===== config.mk =====
export PLATFORM = sky130hd
export DESIGN_NAME = serial_frame_ctrl_flat
export DESIGN_NICKNAME = d
export VERILOG_FILES = /design/src/rtl/serial_frame_ctrl_if.sv /design/src/rtl/serial_frame_ctrl.sv /design/src/flat_wrapper.sv
export SDC_FILE = /design/constraint.sdc
export NUM_CORES = 1
export LEC_CHECK = 0
export CAP_MARGIN = 10
export CORE_AREA = 2 2 39 41
export DETAILED_ROUTE_END_ITERATION = 10
export DIE_AREA = 0 0 41 43
export GPL_TIMING_DRIVEN = 1
export PLACE_DENSITY = 0.83
export SYNTH_ARGS = -nofsm -noshare
export SYNTH_HDL_FRONTEND = slang
export SYNTH_SLANG_ARGS = --single-unit

===== constraint.sdc =====
create_clock -name clk -period 2.3 [get_ports clk]
set_clock_uncertainty 0.2 [all_clocks]
set_input_delay 0.345 -clock clk [delete_from_list [all_inputs] [get_ports clk]]
set_output_delay 0.345 -clock clk [all_outputs]
set_load 0.05 [all_outputs]

===== src/rtl/serial_frame_ctrl_if.sv =====
// Control bundle between serial_frame_ctrl, its counter/shift-register datapath
// and the frame consumer. The controller takes the slave side.
interface serial_frame_ctrl_if;
    logic       start;
    logic       abort;
    logic       rx;
    logic       cnt_co;
    logic       cnt_load;
    logic       cnt_en;
    logic [7:0] cnt_init;
    logic       sr_en;
    logic       sr_in;
    logic       busy;
    logic       done;
    logic       frame_err;

    modport master (
        output start, abort, rx, cnt_co,
        input  cnt_load, cnt_en, cnt_init, sr_en, sr_in, busy, done, frame_err
    );

    modport slave (
        input  start, abort, rx, cnt_co,
        output cnt_load, cnt_en, cnt_init, sr_en, sr_in, busy, done, frame_err
    );
endinterface


===== src/rtl/serial_frame_ctrl.sv =====
// Sequencer for one LSB-first serial frame: drives the external down-counter for
// bit timing and the shift register that captures each data bit at its centre.
module serial_frame_ctrl #(
    parameter int BIT_TICKS = 16
) (
    input logic                  clk,
    input logic                  rst,
    serial_frame_ctrl_if.slave   bus
);

    localparam logic [2:0] S_IDLE   = 3'd0;
    localparam logic [2:0] S_ARM    = 3'd1;
    localparam logic [2:0] S_CENTER = 3'd2;
    localparam logic [2:0] S_DATA   = 3'd3;
    localparam logic [2:0] S_STOP   = 3'd4;

    localparam logic [7:0] FULL_INIT = 8'(BIT_TICKS - 1);
    localparam logic [7:0] HALF_INIT = 8'(BIT_TICKS / 2 - 1);

    logic [2:0] state, state_nx;
    logic [2:0] bit_idx, bit_idx_nx;
    logic       done_q, done_nx;
    logic       frame_err_q, frame_err_nx;
    logic       load, shift;

    always_comb begin
        // NOTE: every signal gets a default here so no path leaves one unassigned (no latches).
        state_nx     = state;
        bit_idx_nx   = bit_idx;
        frame_err_nx = frame_err_q;
        done_nx      = 1'b0;
        load         = 1'b0;
        shift        = 1'b0;
        case (state)
            S_IDLE: begin
                if (bus.start) begin
                    state_nx     = S_ARM;
                    frame_err_nx = 1'b0;
                end
            end
            S_ARM: begin
                if (!bus.rx) begin
                    load     = 1'b1;
                    state_nx = S_CENTER;
                end
            end
            S_CENTER: begin
                // A line that is high again at mid start bit was a glitch: re-arm silently.
                if (bus.cnt_co) begin
                    if (!bus.rx) begin
                        load       = 1'b1;
                        bit_idx_nx = 3'd0;
                        state_nx   = S_DATA;
                    end else begin
                        state_nx = S_ARM;
                    end
                end
            end
            S_DATA: begin
                if (bus.cnt_co) begin
                    shift      = 1'b1;
                    load       = 1'b1;
                    bit_idx_nx = bit_idx + 3'd1;
                    if (bit_idx == 3'd7) state_nx = S_STOP;
                end
            end
            S_STOP: begin
                if (bus.cnt_co) begin
                    frame_err_nx = ~bus.rx;
                    done_nx      = 1'b1;
                    state_nx     = S_IDLE;
                end
            end
            default: state_nx = S_IDLE;
        endcase

        // Abort overrides whatever the state logic decided this cycle.
        if (bus.abort) begin
            state_nx     = S_IDLE;
            bit_idx_nx   = bit_idx;
            frame_err_nx = frame_err_q;
            done_nx      = 1'b0;
            load         = 1'b0;
            shift        = 1'b0;
        end
    end

    always_ff @(posedge clk or posedge rst) begin
        if (rst) begin
            state       <= S_IDLE;
            bit_idx     <= 3'd0;
            done_q      <= 1'b0;
            frame_err_q <= 1'b0;
        end else begin
            // NOTE: non-blocking so all registers update from the same pre-edge values.
            state       <= state_nx;
            bit_idx     <= bit_idx_nx;
            done_q      <= done_nx;
            frame_err_q <= frame_err_nx;
        end
    end

    // Enable is a pure function of state so cnt_co never loops back into it.
    assign bus.cnt_en    = (state == S_CENTER) || (state == S_DATA) || (state == S_STOP);
    assign bus.cnt_load  = load;
    assign bus.cnt_init  = (state == S_ARM) ? HALF_INIT : FULL_INIT;
    assign bus.sr_en     = shift;
    assign bus.sr_in     = bus.rx;
    assign bus.busy      = (state != S_IDLE);
    assign bus.done      = done_q;
    assign bus.frame_err = frame_err_q;

endmodule


===== src/flat_wrapper.sv =====
// flat-port wrapper written by rule: the top's interface ports become plain ports
module serial_frame_ctrl_flat 
#(
    parameter int BIT_TICKS = 16
)
  (clk, rst, bus_start, bus_abort, bus_rx, bus_cnt_co, bus_cnt_load, bus_cnt_en, bus_cnt_init, bus_sr_en, bus_sr_in, bus_busy, bus_done, bus_frame_err);
  serial_frame_ctrl_if bus_i ();
  input logic clk;
  input logic rst;
  input wire logic [$bits(bus_i.start)-1:0] bus_start;
  input wire logic [$bits(bus_i.abort)-1:0] bus_abort;
  input wire logic [$bits(bus_i.rx)-1:0] bus_rx;
  input wire logic [$bits(bus_i.cnt_co)-1:0] bus_cnt_co;
  output wire logic [$bits(bus_i.cnt_load)-1:0] bus_cnt_load;
  output wire logic [$bits(bus_i.cnt_en)-1:0] bus_cnt_en;
  output wire logic [$bits(bus_i.cnt_init)-1:0] bus_cnt_init;
  output wire logic [$bits(bus_i.sr_en)-1:0] bus_sr_en;
  output wire logic [$bits(bus_i.sr_in)-1:0] bus_sr_in;
  output wire logic [$bits(bus_i.busy)-1:0] bus_busy;
  output wire logic [$bits(bus_i.done)-1:0] bus_done;
  output wire logic [$bits(bus_i.frame_err)-1:0] bus_frame_err;
  assign bus_i.start = bus_start;
  assign bus_i.abort = bus_abort;
  assign bus_i.rx = bus_rx;
  assign bus_i.cnt_co = bus_cnt_co;
  assign bus_cnt_load = bus_i.cnt_load;
  assign bus_cnt_en = bus_i.cnt_en;
  assign bus_cnt_init = bus_i.cnt_init;
  assign bus_sr_en = bus_i.sr_en;
  assign bus_sr_in = bus_i.sr_in;
  assign bus_busy = bus_i.busy;
  assign bus_done = bus_i.done;
  assign bus_frame_err = bus_i.frame_err;
  serial_frame_ctrl #(.BIT_TICKS(BIT_TICKS)) u_core (.clk(clk), .rst(rst), .bus(bus_i));
endmodule

==> summary.md, run 1 <==
| Metric | Value |
|---|---|
| Power share of the combinational group | `0.343` |
| Worst Reg-to-Reg Cells | `5` |
| Global routing's busiest layer | `met2` |
| Post_cts resized | `0` |
| Clk buf depth | `2` |
| TritonCTS clock tree | `done` |
| Fin nets | `78` |
| Ports | `21` |
| Final worst path period share | `0.9376` |
| Post-CTS Setup Bufs | `0` |
| Synth warn | `0` |
| Met3 usage | `0.03141` |
| I/O Buffers | `13` |
| Setup_tns | `0 ps` |
| Status | `complete, no violations` |
| Router iterations before antenna repair | `4` |
| M1 GR Usage | `0.1462` |
| Synthesized cell area | `555.5 um2` |
| Rows | `14` |
| Synth unique cells | `31` |
| Final setup vio count | `0` |
| Register bit total from synthesis | `8` |
| Syn Area/Cell | `9.746 um2` |
| Post-DP HPWL | `817 um` |
| Chip Width | `41 um` |
| Initial antenna violation count | `0` |
| Commonest non-fill, non-tap cells in the layout | `dfrtp_1 (8), conb_1 (7), clkdlybuf4s50_1 (7)` |
| Initial Utilization | `0.4014` |
| Gp weighted congestion | `0.7249` |
| Residual DRC count | `0` |
| Met2 Track Usage GR | `0.2469` |
| Clock latency at the later pin of the worst-skew pair | `260 ps` |
| Net Switching | `154.3 uW` |
| DIE HEIGHT | `43 um` |
| Clock-pin slew on the worst setup and hold paths | `60 ps` |
| Iteration-0 DRC Markers | `2` |
| Share of layout cells above drive strength 1 | `0.2206` |
| Drt wl/cell | `12.23 um` |
| Synth-to-Final Area Change | `27.93%` |
| Vias per inst | `5.190` |
| Design Power | `423.3 uW` |
| Core box area | `1384 um2` |
| Cell internal pwr | `269.0 uW` |
| Commonest non-fill, non-tap cell in the layout | `dfrtp_1` |
| Switching Fraction | `0.3645` |
| Post-Synthesis Cells | `57` |
| Gr usage total | `0.1460` |
| Max Fclk | `0.4637 GHz` |
| Htree depth | `1` |
| Vias in the first global route | `429` |
| Critical path's largest stage delay | `590 ps` |
| Slowest cell on crit path | `clkdlybuf4s50_1` |
| Vias | `436` |
| Grt total ovfl | `0` |
| Static Leak | `0.0003451 uW` |
| Clk root buf | `clkbuf_4` |
| RSZ-0062 raised after global routing | `false` |
| Number of enable flip-flop cells after synthesis | `0` |
| Post-route ant nets | `0` |
| Fraction of registers with async set or reset after synthesis | `1.000` |
| Post-Route WL | `1027 um` |
| Critical path class | `primary input to output pin` |
| P per Cell Area | `595.6 nW/um2` |
| Part of the Yosys area used for sequential elements | `0.3604` |
| Hold-fix buffers, CTS | `0` |
| Startpoint Class | `primary input` |
| Largest net degree at the start of global routing | `15` |
| Sequential power share | `0.397` |
| Total CTS buffers | `3` |
| Placed cell areas | `688.2 um2` |
| Worst setup EP type | `output pin` |
| Main flop type after synthesis | `dfrtp_1` |
| Cell area after layout | `710.7 um2` |
| Final hold violations | `0` |
| Critical-path maximum fanout | `8` |
| Ant diodes | `0` |
| First-pass GRT wire length | `1669 um` |
| Worst VDD drop | `264.1 uV` |
| Max cap viols | `0` |
| CP arrival | `1610 ps` |
| Hold Crit Class | `primary input to asynchronous set/reset pin` |
| WP data required | `1750 ps` |
| Full die area | `1763 um2` |
| # clock sinks | `8` |
| Crit path time final | `2157 ps` |
| # fillers | `124` |
| Max-slew violation count | `0` |
| Clock power share | `0.260` |
| Worst-path cell chain | `clkdlybuf4s50_1, and4bb_1, and2_1, buf_12` |
[through the flow]
stage / utilization / cells / setup WS (ps) / hold WS, ps
finish: 0.5136 / 84 / 143.4 / 123.0
CTS: 0.5136 / 84 / 146.4 / 129.1
global route: 0.5136 / 84 / 71.34 / 182.7
floorplan: - / 62 / 369.6 / -39.34
detailed placement: 0.4973 / 81 / 143.7 / 303.2
global placement: 0.4973 / 81 / 192.0 / 288.9
[power by group through the flow]
stage	Sequential, uW	Clock [uW]	Combinational (uW)
global route	170	117	156
finish	168	110	145
global placement	169	0	142
detailed placement	170	0	146
CTS	168	113	146
floorplan	161	0	121
[path summary, 6_finish.rpt]
kind                                          startpoint                                to  slack, ps
hold / removal                                       rst  u_core.bus.frame_err$_DFFE_PP0P_        120
min in group clk           u_core.bit_idx[2]$_DFFE_PP0P_     u_core.bit_idx[2]$_DFFE_PP0P_        310
setup / recovery                              bus_cnt_co                         bus_sr_en        140
setup reg to reg           u_core.bit_idx[0]$_DFFE_PP0P_       u_core.state[0]$_DFFE_PP0P_        520
max in group asynchronous                            rst     u_core.bit_idx[0]$_DFFE_PP0P_       1550
hold reg to reg            u_core.bit_idx[2]$_DFFE_PP0P_     u_core.bit_idx[2]$_DFFE_PP0P_        310
[cells by family after synthesis]
kind of cell | Yosys count | synth area share
fa+ha+maj | 2 | 0.04504
other cells | 2 | 0.01352
mux | 3 | 0.05856
flops | 8 | 0.3604
compound gates | 11 | 0.1419
simple gates | 16 | 0.1937
buf+inv | 14 | 0.1712
xor+xnor | 1 | 0.01577
[routing by layer]
metal	part of all wire	up-vias
met5	0	-
met4	0.039	0
met3	0.055	4
met2	0.51	19
met1	0.40	205
li1	-	208
[Yosys cell counts (2+ instances only)]
cell / n / area, um2
a211oi_1: 2 / 15.01
a22o_1: 3 / 26.28
buf_4: 9 / 67.56
conb_1: 2 / 7.510
dfrtp_1: 8 / 200.2
ha_1: 2 / 25.02
inv_1: 3 / 11.26
mux2_2: 2 / 22.52
nand2_1: 2 / 7.510
nor2b_1: 2 / 12.51
o21ai_0: 2 / 10.01
[worst max-delay path: cells and delay by family]
kind	cells	cell delay, ps
simple gates	2	500
buf+inv	2	760
[state kept, by name (all words and copies together), names as in the netlist]
name	flops
u_core.bus.frame_err	1
u_core.state	3
u_core.bit_idx	3
u_core.bus.done	1
[cell type report]
type	count	area (um2)	area share
Multi-Input combinational cell	40	284.0	0.3996
Sequential cell	8	200.2	0.2817
Timing Repair Buffer	14	172.7	0.2430
Clock buffer	3	22.52	0.03169
Tap cell	16	20.02	0.02817
Inverter	3	11.26	0.01585
Power figures use the tool's default switching activity.
==> run 2, diff against run 1 <==
--- a/config.mk
+++ b/config.mk
@@ -7,6 +7,7 @@
 export LEC_CHECK = 0
 export CAP_MARGIN = 10
 export CORE_AREA = 2 2 39 41
+export CTS_BUF_LIST = sky130_fd_sc_hd__clkbuf_4 sky130_fd_sc_hd__clkbuf_8 sky130_fd_sc_hd__clkbuf_16
 export DETAILED_ROUTE_END_ITERATION = 10
 export DIE_AREA = 0 0 41 43
 export GPL_TIMING_DRIVEN = 1
==> results of run 2 <==
No change in the layout: final DEF, timing and power equal those of run 1.
